$ cat src/rtl/cmd_flash_decoder.sv
// cmd_flash_decoder: parses 'R'/'W' plus hex address bytes from the UART,
// then issues one gated flash start, a capture window and a quiet gap.
module cmd_flash_decoder #(
   parameter int ADDR_DIGITS    = 2,
   parameter int HOLD_CYCLES    = 500,
   parameter int GAP_CYCLES     = 500,
   parameter int TIMEOUT_CYCLES = 100000
) (
   input  logic                     sys_clk,
   input  logic                     sys_rst_n,
   input  logic                     rx_valid,
   input  logic [7:0]               rx_byte,
   input  logic                     flash_busy,
   output logic                     start_read,
   output logic                     start_write,
   output logic [4*ADDR_DIGITS-1:0] addr,
   output logic                     write_enable,
   output logic                     busy,
   output logic                     cmd_error,
   output logic                     overrun
);

   localparam int AW = 4 * ADDR_DIGITS;
   localparam int HG = (HOLD_CYCLES > GAP_CYCLES) ?
                       HOLD_CYCLES : GAP_CYCLES;
   localparam int CW = $clog2(HG + 1);
   localparam int TW = $clog2(TIMEOUT_CYCLES + 1);
   localparam int DW = $clog2(ADDR_DIGITS + 1);
   localparam int GL = (GAP_CYCLES > 0) ? GAP_CYCLES - 1 : 0;

   localparam logic [CW-1:0] HOLD_LAST = CW'(HOLD_CYCLES - 1);
   localparam logic [CW-1:0] GAP_LAST  = CW'(GL);
   localparam logic [TW-1:0] TO_LAST   = TW'(TIMEOUT_CYCLES - 1);
   localparam logic [DW-1:0] DIG_LAST  = DW'(ADDR_DIGITS - 1);

   localparam logic [2:0] S_IDLE  = 3'd0;
   localparam logic [2:0] S_ADDR  = 3'd1;
   localparam logic [2:0] S_ISSUE = 3'd2;
   localparam logic [2:0] S_HOLD  = 3'd3;
   localparam logic [2:0] S_GAP   = 3'd4;

   logic [2:0]    state;
   logic          is_write;
   logic [AW-1:0] shreg;
   logic [DW-1:0] dcnt;
   logic [TW-1:0] tcnt;
   logic [CW-1:0] hcnt;
   logic          hex_ok;
   logic [3:0]    nib;
   logic          is_op;

   always_comb begin
      hex_ok = 1'b1;
      nib    = rx_byte[3:0];
      unique case (1'b1)
         (rx_byte >= 8'h30 && rx_byte <= 8'h39):
            nib = rx_byte[3:0];
         (rx_byte >= 8'h41 && rx_byte <= 8'h46),
         (rx_byte >= 8'h61 && rx_byte <= 8'h66):
            nib = rx_byte[3:0] + 4'd9;
         default:
            hex_ok = 1'b0;
      endcase
   end

   assign is_op = (rx_byte == 8'h52) || (rx_byte == 8'h57);

   always_ff @(posedge sys_clk) begin
      if (!sys_rst_n) begin
         state        <= S_IDLE;
         is_write     <= 1'b0;
         shreg        <= '0;
         dcnt         <= '0;
         tcnt         <= '0;
         hcnt         <= '0;
         addr         <= '0;
         start_read   <= 1'b0;
         start_write  <= 1'b0;
         write_enable <= 1'b0;
         busy         <= 1'b0;
         cmd_error    <= 1'b0;
         overrun      <= 1'b0;
      end else begin
         start_read  <= 1'b0;
         start_write <= 1'b0;
         cmd_error   <= 1'b0;
         overrun     <= 1'b0;
         unique case (state)
            S_IDLE: begin
               if (rx_valid && is_op) begin
                  is_write <= (rx_byte == 8'h57);
                  shreg    <= '0;
                  dcnt     <= '0;
                  tcnt     <= '0;
                  busy     <= 1'b1;
                  state    <= S_ADDR;
               end
            end
            S_ADDR: begin
               if (rx_valid) begin
                  tcnt <= '0;
                  if (hex_ok) begin
                     // upper nibbles fall off the top of the register
                     shreg <= AW'({shreg, nib});
                     if (dcnt == DIG_LAST) begin
                        state <= S_ISSUE;
                     end else begin
                        dcnt <= dcnt + DW'(1);
                     end
                  end else begin
                     cmd_error <= 1'b1;
                     busy      <= 1'b0;
                     state     <= S_IDLE;
                  end
               end else if (tcnt == TO_LAST) begin
                  cmd_error <= 1'b1;
                  busy      <= 1'b0;
                  state     <= S_IDLE;
               end else begin
                  tcnt <= tcnt + TW'(1);
               end
            end
            S_ISSUE: begin
               overrun <= rx_valid;
               if (!flash_busy) begin
                  addr         <= shreg;
                  start_read   <= !is_write;
                  start_write  <= is_write;
                  write_enable <= 1'b1;
                  hcnt         <= '0;
                  state        <= S_HOLD;
               end
            end
            S_HOLD: begin
               overrun <= rx_valid;
               if (hcnt == HOLD_LAST) begin
                  write_enable <= 1'b0;
                  hcnt         <= '0;
                  if (GAP_CYCLES == 0) begin
                     busy  <= 1'b0;
                     state <= S_IDLE;
                  end else begin
                     state <= S_GAP;
                  end
               end else begin
                  hcnt <= hcnt + CW'(1);
               end
            end
            S_GAP: begin
               overrun <= rx_valid;
               if (hcnt == GAP_LAST) begin
                  busy  <= 1'b0;
                  state <= S_IDLE;
               end else begin
                  hcnt <= hcnt + CW'(1);
               end
            end
            default: begin
               busy  <= 1'b0;
               state <= S_IDLE;
            end
         endcase
      end
   end

endmodule

$ cat config.mk
export PLATFORM = sky130hd
export DESIGN_NAME = cmd_flash_decoder
export DESIGN_NICKNAME = d
export VERILOG_FILES = /design/src/rtl/cmd_flash_decoder.sv
export SDC_FILE = /design/constraint.sdc
export NUM_CORES = 1
export LEC_CHECK = 0
export CORE_UTILIZATION = 30
export DETAILED_ROUTE_END_ITERATION = 8
export PLACE_DENSITY = 0.5
export RECOVER_POWER = 50
export SETUP_SLACK_MARGIN = 0.4
export SYNTH_ARGS = -nofsm -noshare
export SYNTH_HDL_FRONTEND = slang
export SYNTH_SLANG_ARGS = --single-unit
export TNS_END_PERCENT = 30
$ cat constraint.sdc
create_clock -name sys_clk -period 2.1 [get_ports sys_clk]
set_clock_uncertainty 0.05 [all_clocks]
set_input_delay 0.315 -clock sys_clk [delete_from_list [all_inputs] [get_ports sys_clk]]
set_output_delay 0.315 -clock sys_clk [all_outputs]
set_load 0.1 [all_outputs]
---- Word-level counts from Yosys, hierarchy flattened ----
Index checks and enable logic that the tools add are counted.
storage, ports and cells
  flip-flop bits (word level) ............. 54
  bits of input ports ..................... 12
cells by class
  add/subtract/negate cells ............... 4
  magnitude comparators ................... 6
  eq/ne operators ......................... 21
  mux-type cells .......................... 39
  bitwise operators ....................... 4
  reduce and logical (&&, ||, !) cells .... 26
operators by type and width
  cell                                                                              count
  17-bit 2-to-1 mux                                                                 3
  17-bit case mux with 2 select lines                                               1
  9-bit 2-to-1 mux                                                                  3
  9-bit case mux with 3 select lines                                                1
  3-bit 2-to-1 mux                                                                  8
  8-bit 2-to-1 mux                                                                  3
  17-bit by 1-bit adder with 17-bit output, second input constant                   1
  17-bit equality test, second input constant                                       1
  8-bit by 7-bit equality test with 1-bit output, second input constant             2
  8-bit by 7-bit >= comparator with 1-bit output, second input constant             2
  8-bit by 7-bit less-or-equal comparator with 1-bit output, second input constant  2
  2-bit != test, second input constant                                              8
  8-bit case mux with 2 select lines                                                1
  3-bit case mux with 5 select lines                                                1
  1-bit 2-to-1 mux                                                                  10
  5-bit AND reduction                                                               2
  9-bit by 1-bit adder with 9-bit output, second input constant                     1
  9-bit equality test, second input constant                                        1
  3-bit != test, second input constant                                              3
  3-bit AND reduction                                                               3
  3-bit OR reduction                                                                3
  8-bit by 6-bit >= comparator with 1-bit output, second input constant             1
  8-bit by 6-bit less-or-equal comparator with 1-bit output, second input constant  1
  2-bit 2-to-1 mux                                                                  4
  other kinds (22)                                                                  34

---- Depth between registers and ports, before layout ----
  depth in word-level cells ............... 7
  mapped depth ............................ 9
  depth with buffers taken out ............ 8

---- Least setup slack after synthesis ----
OpenSTA, ideal clock, no wires.
  path kind ............................... input port to flip-flop
  from .................................... input port rx_byte[3]
  to ...................................... register shreg[0]
  setup time .............................. 0.070 ns
  arrival ................................. 1.882 ns
  data required time ...................... 1.980 ns
  slack ................................... 0.098 ns
  stages .................................. 7
  cells stage by stage .................... or3b_4 nor4_4 o21ai_2 and2_4 buf_6 or3_1 a21boi_1
on the way
  word-level cells in the longest chain between the ends .. 7
  elaborated cells between the ends (all ways) .. 23
  those cells by class .................... order compare: 6; eq/ne: 4; mux: 5; reduce/logical: 8
ends and longest elaborated chain
  element                                                                 RTL line  text
  start: declaration                                                      12        input logic [7:0] rx_byte,
  8-bit by 7-bit >= comparator with 1-bit output (tied with other cells)  58        (rx_byte >= 8'h41 && rx_byte <= 8'h46),
  1-bit logical AND (on tied branches)                                    58, 59
  2-bit OR reduction                                                      55        unique case (1'b1)
  4-bit 2-to-1 mux                                                        55
  8-bit 2-to-1 mux                                                        102       if (hex_ok) begin
  8-bit 2-to-1 mux                                                        100       if (rx_valid) begin
  8-bit case mux with 2 select lines                                      88        unique case (state)
  end signal: assignment                                                  104       shreg <= AW'({shreg, nib});
  end: declaration                                                        44        logic [AW-1:0] shreg;
Parallel ways exist; a longest one is shown, timed or not. The select of a mux whose other input is x is not followed.
A chain may end at the register's enable or synchronous reset.

---- Worst setup path after layout ----
  from .................................... register tcnt[6]
  to ...................................... register tcnt[10]
on the way
  word-level cells in the longest chain between the ends .. 4
  elaborated cells between the ends (all ways) .. 7
  those cells by class .................... add/sub: 1; eq/ne: 2; mux: 3; reduce/logical: 1
ends and longest elaborated chain
  element                                   RTL line  text
  start: declaration                        46        logic [TW-1:0] tcnt;
  start signal: assignment                  120       tcnt <= tcnt + TW'(1);
  17-bit by 1-bit adder with 17-bit output  120
  17-bit 2-to-1 mux                         115       end else if (tcnt == TO_LAST) begin
  17-bit 2-to-1 mux                         100
  17-bit case mux with 2 select lines       88
Parallel ways exist; a longest one is shown, timed or not. The select of a mux whose other input is x is not followed.

==> reports/metrics.csv <==
stage,metric,value,unit
logic_synthesis,post-synthesis cell type count,53,
cts,Num CTS Buffers,5,
sta,minimum clock period,1.94,ns
cts,CTS Buffer Depth,2,
worst_setup_path,Setup CP Type,reg2reg,
drt,Via Count,2448,
die,row cnt,34,
min_path,Hold WC Path Type,reg2reg,
worst_setup_path,CP required,2.31,ns
logic_synthesis,Synth top area share,0.391,
grt,Total Routing Usage GR,0.141,
placement,IO buf count,25,
sta,Final setup viols,0,
cells_and_area,final net count,410,
power_and_ir_drop,Switching Fraction,0.282,
worst_setup_path,Worst setup SP type,register,
status,outcome,"complete, but fails checks",
grt,first-pass GRT wire length,11200,um
die,IO Pins,26,
cells_and_area,Multi-input gate area,1760,um2
power_and_ir_drop,Lkg Pwr,1.36,nW
drt,# DRC,4,
power_and_ir_drop,Pint,0.00143,W
worst_setup_path,crit-path max FO,4,
cells_and_area,Post-Layout Inst Area,3650,um2
logic_synthesis,Mapped Nets,340,
drt,Routed WL,6320,um
logic_synthesis,"EDFF count, synth",0,
worst_setup_path,Worst Setup End Kind,register,
sta,WHS,0.410,ns
grt,grt total ovfl,0,
drt,Starting DRT DRC Count,77,
logic_synthesis,largest cells by area after synthesis,"dfxtp_1 (39%), nand2_1 (6.0%), nor2_1 (5.4%), xnor2_1 (4.1%), a21boi_1 (3.3%)",
die,Initial Utilization,0.314,
status,violated checks,DRC,
die,die area,9610,um2
power_and_ir_drop,power density over the cells,547,nW/um2
cts,clk_lat worst skew,0.31,ns
logic_synthesis,Synth Warn #,0,
placement,DP Wirelength,4750,um
logic_synthesis,"Avg Cell Area, Syn",8.62,um2
cells_and_area,Antenna Cells,0,
sta,RSZ-0062 raised after global routing,true,
cells_and_area,Syn-to-layout area delta,32.1,%
die,total core area,8810,um2
cts,cts-stage hold buffer count,0,
logic_synthesis,Seq cells post-synth,54,
grt,largest net degree at the start of global routing,20,
logic_synthesis,"area leader, netlist",dfxtp_1,
cells_and_area,Reg area,1090,um2
sta,Tcrit/Tclk final,0.925,
sta,Slew Limit Headroom,0.578,
power_and_ir_drop,total chip power,0.00200,W
logic_synthesis,post-synthesis cell count,321,
sta,Hold Fails Final Rpt,0,
power_and_ir_drop,net switching power,0.000564,W
drt,post-route ant nets,0,
logic_synthesis,ys async rst share,0,
worst_setup_path,crit path DAT,2.15,ns
logic_synthesis,main flop type after synthesis,dfxtp_1,
logic_synthesis,sequential area share after synthesis,0.391,
grt,via count of the first global-routing pass,2376,
sta,Max Freq,515,MHz
placement,area post-placement,3480,um2
sta,worst slew pin tran,0.631,ns
die,Die Wd,98.0,um
drt,drt wl/cell,12.6,um
drt,1st-pass router iterations,6,
cts,H-tree levels,2,
cells_and_area,final instance count without filler cells,500,
cells_and_area,fill count,926,
cts,CTS sink cnt,54,
cts,CTS tree,done,
sta,max-slew violation count,0,
power_and_ir_drop,combinational power share,0.162,
power_and_ir_drop,Flop pwr share,0.525,
placement,global placer's final weighted congestion,0.759,
placement,dpl cells,486,
power_and_ir_drop,VDD IR max,0.000275,V
die,Die Span Y,98.0,um
cts,Clock Root Buffer,clkbuf_8,
power_and_ir_drop,power share of the clock group,0.313,
grt,initial antenna violation count,0,
logic_synthesis,area of the mapped netlist,2770,um2
drt,drt via density,4.90,
cells_and_area,layout cells sized above 1,0.304,
cts,"Clk pin slew, worst setup/hold paths",0.11,ns
run,max-cap viol count,0,
-- power groups by stage --
| stage | logic (W) | clock network (W) | registers [W] |
|---|---|---|---|
| finish | 0.000324 | 0.000625 | 0.00105 |
| detailed placement | 0.000303 | 0 | 0.00107 |
| global route | 0.000354 | 0.000698 | 0.00105 |
| global placement | 0.000303 | 0 | 0.00107 |
| floorplan | 0.000150 | 0 | 0.00109 |
| CTS | 0.000325 | 0.000653 | 0.00105 |
-- Yosys cell counts, types with 5 or more instances --
master and count:
ha_1 7, a21boi_1 12, nor4_2 5, dfxtp_1 54, nand3_1 12, or3_1 8
nor3_1 6, nor2b_1 12, clkbuf_1 7, nand4_1 6, xnor2_1 13, nand2_1 44
nor2_1 40, a22oi_1 5, xor2_1 8, a21oi_1 9, and2_1 5, inv_1 7
-- per-layer routing --
layer,part of all wire,global-route usage
met3,0.032,0.0265
met1,0.52,0.195
met2,0.44,0.225
met5,0,0
met4,0.0085,0.0385
-- worst max-delay path, stage by stage (launching register included) --
cell and delay (ns):
dfxtp_2 0.33, or4_4 0.54, nor4_4 0.22, a211o_1 0.24
buf_6 0.15, buf_6 0.10, o21ai_2 0.05, o41ai_2 0.05
and2_1 0.15
-- stage by stage --
step	setup TNS, ns	utilization	setup slack, ns
after floorplan	0	-	0.257
after global placement	-9.57	0.395	-0.418
after detailed placement	-10.40	0.395	-0.441
after CTS	0	0.418	0.146
after global routing	0	0.415	0.0516
final	0	0.415	0.158
-- area by class of cell --
cell class,count,share of cell area
Multi-Input combinational cell,249,0.483
Sequential cell,54,0.298
Timing Repair Buffer,74,0.148
Tap cell,108,0.0370
Clock buffer,5,0.0188
Clock inverter,3,0.00788
Inverter,7,0.00719
-- flip-flops by register name (all words and copies together), names as in the netlist --
register / count
overrun: 1
hcnt: 9
is_write: 1
start_write: 1
cmd_error: 1
shreg: 8
write_enable: 1
dcnt: 2
addr: 8
busy: 1
tcnt: 17
state: 3
start_read: 1
-- cells by family after synthesis --
group / synth area share
flip-flops: 0.391
XOR/XNOR: 0.0665
AO/OA/AOI/OAI: 0.130
adder cells (fa/ha/maj): 0.0317
multiplexers: 0.0185
buffers and inverters: 0.0303
AND/OR/NAND/NOR: 0.332
-- what timing repair did --
action,in CTS,in global routing
cloned,0,0
setup endpoints to repair,38,42
pin swaps,16,8
resized for setup,25,28
setup buffers,6,0
-- cells in the final DEF (no fill, tap or decap), drive strengths merged, types with 3 or more instances in the layout --
master and count:
a211oi 3, a21boi 12, a21oi 9, a22oi 5
and2 6, and3 4, buf 45, clkbuf 30
dfxtp 54, ha 7, inv 8, mux2i 4
nand2 44, nand2b 4, nand3 12, nand4 6
nand4b 3, nor2 40, nor2b 12, nor3 6
nor3b 5, nor4 10, o21ai 9, or3 8
xnor2 13, xor2 8
-- final timing paths --
path / startpoint / endpoint / slack, ns / cells past startpoint
hold / removal: is_write$_SDFFE_PN0P_ / start_read$_SDFF_PP0_ / 0.41 / 1
hold reg to reg: is_write$_SDFFE_PN0P_ / start_read$_SDFF_PP0_ / 0.41 / 1
setup reg to reg: tcnt[6]$_SDFFE_PN0P_ / tcnt[10]$_SDFFE_PN0P_ / 0.16 / 8
setup / recovery: tcnt[6]$_SDFFE_PN0P_ / tcnt[10]$_SDFFE_PN0P_ / 0.16 / 8
No activity file was read; power rests on OpenSTA's default activity.
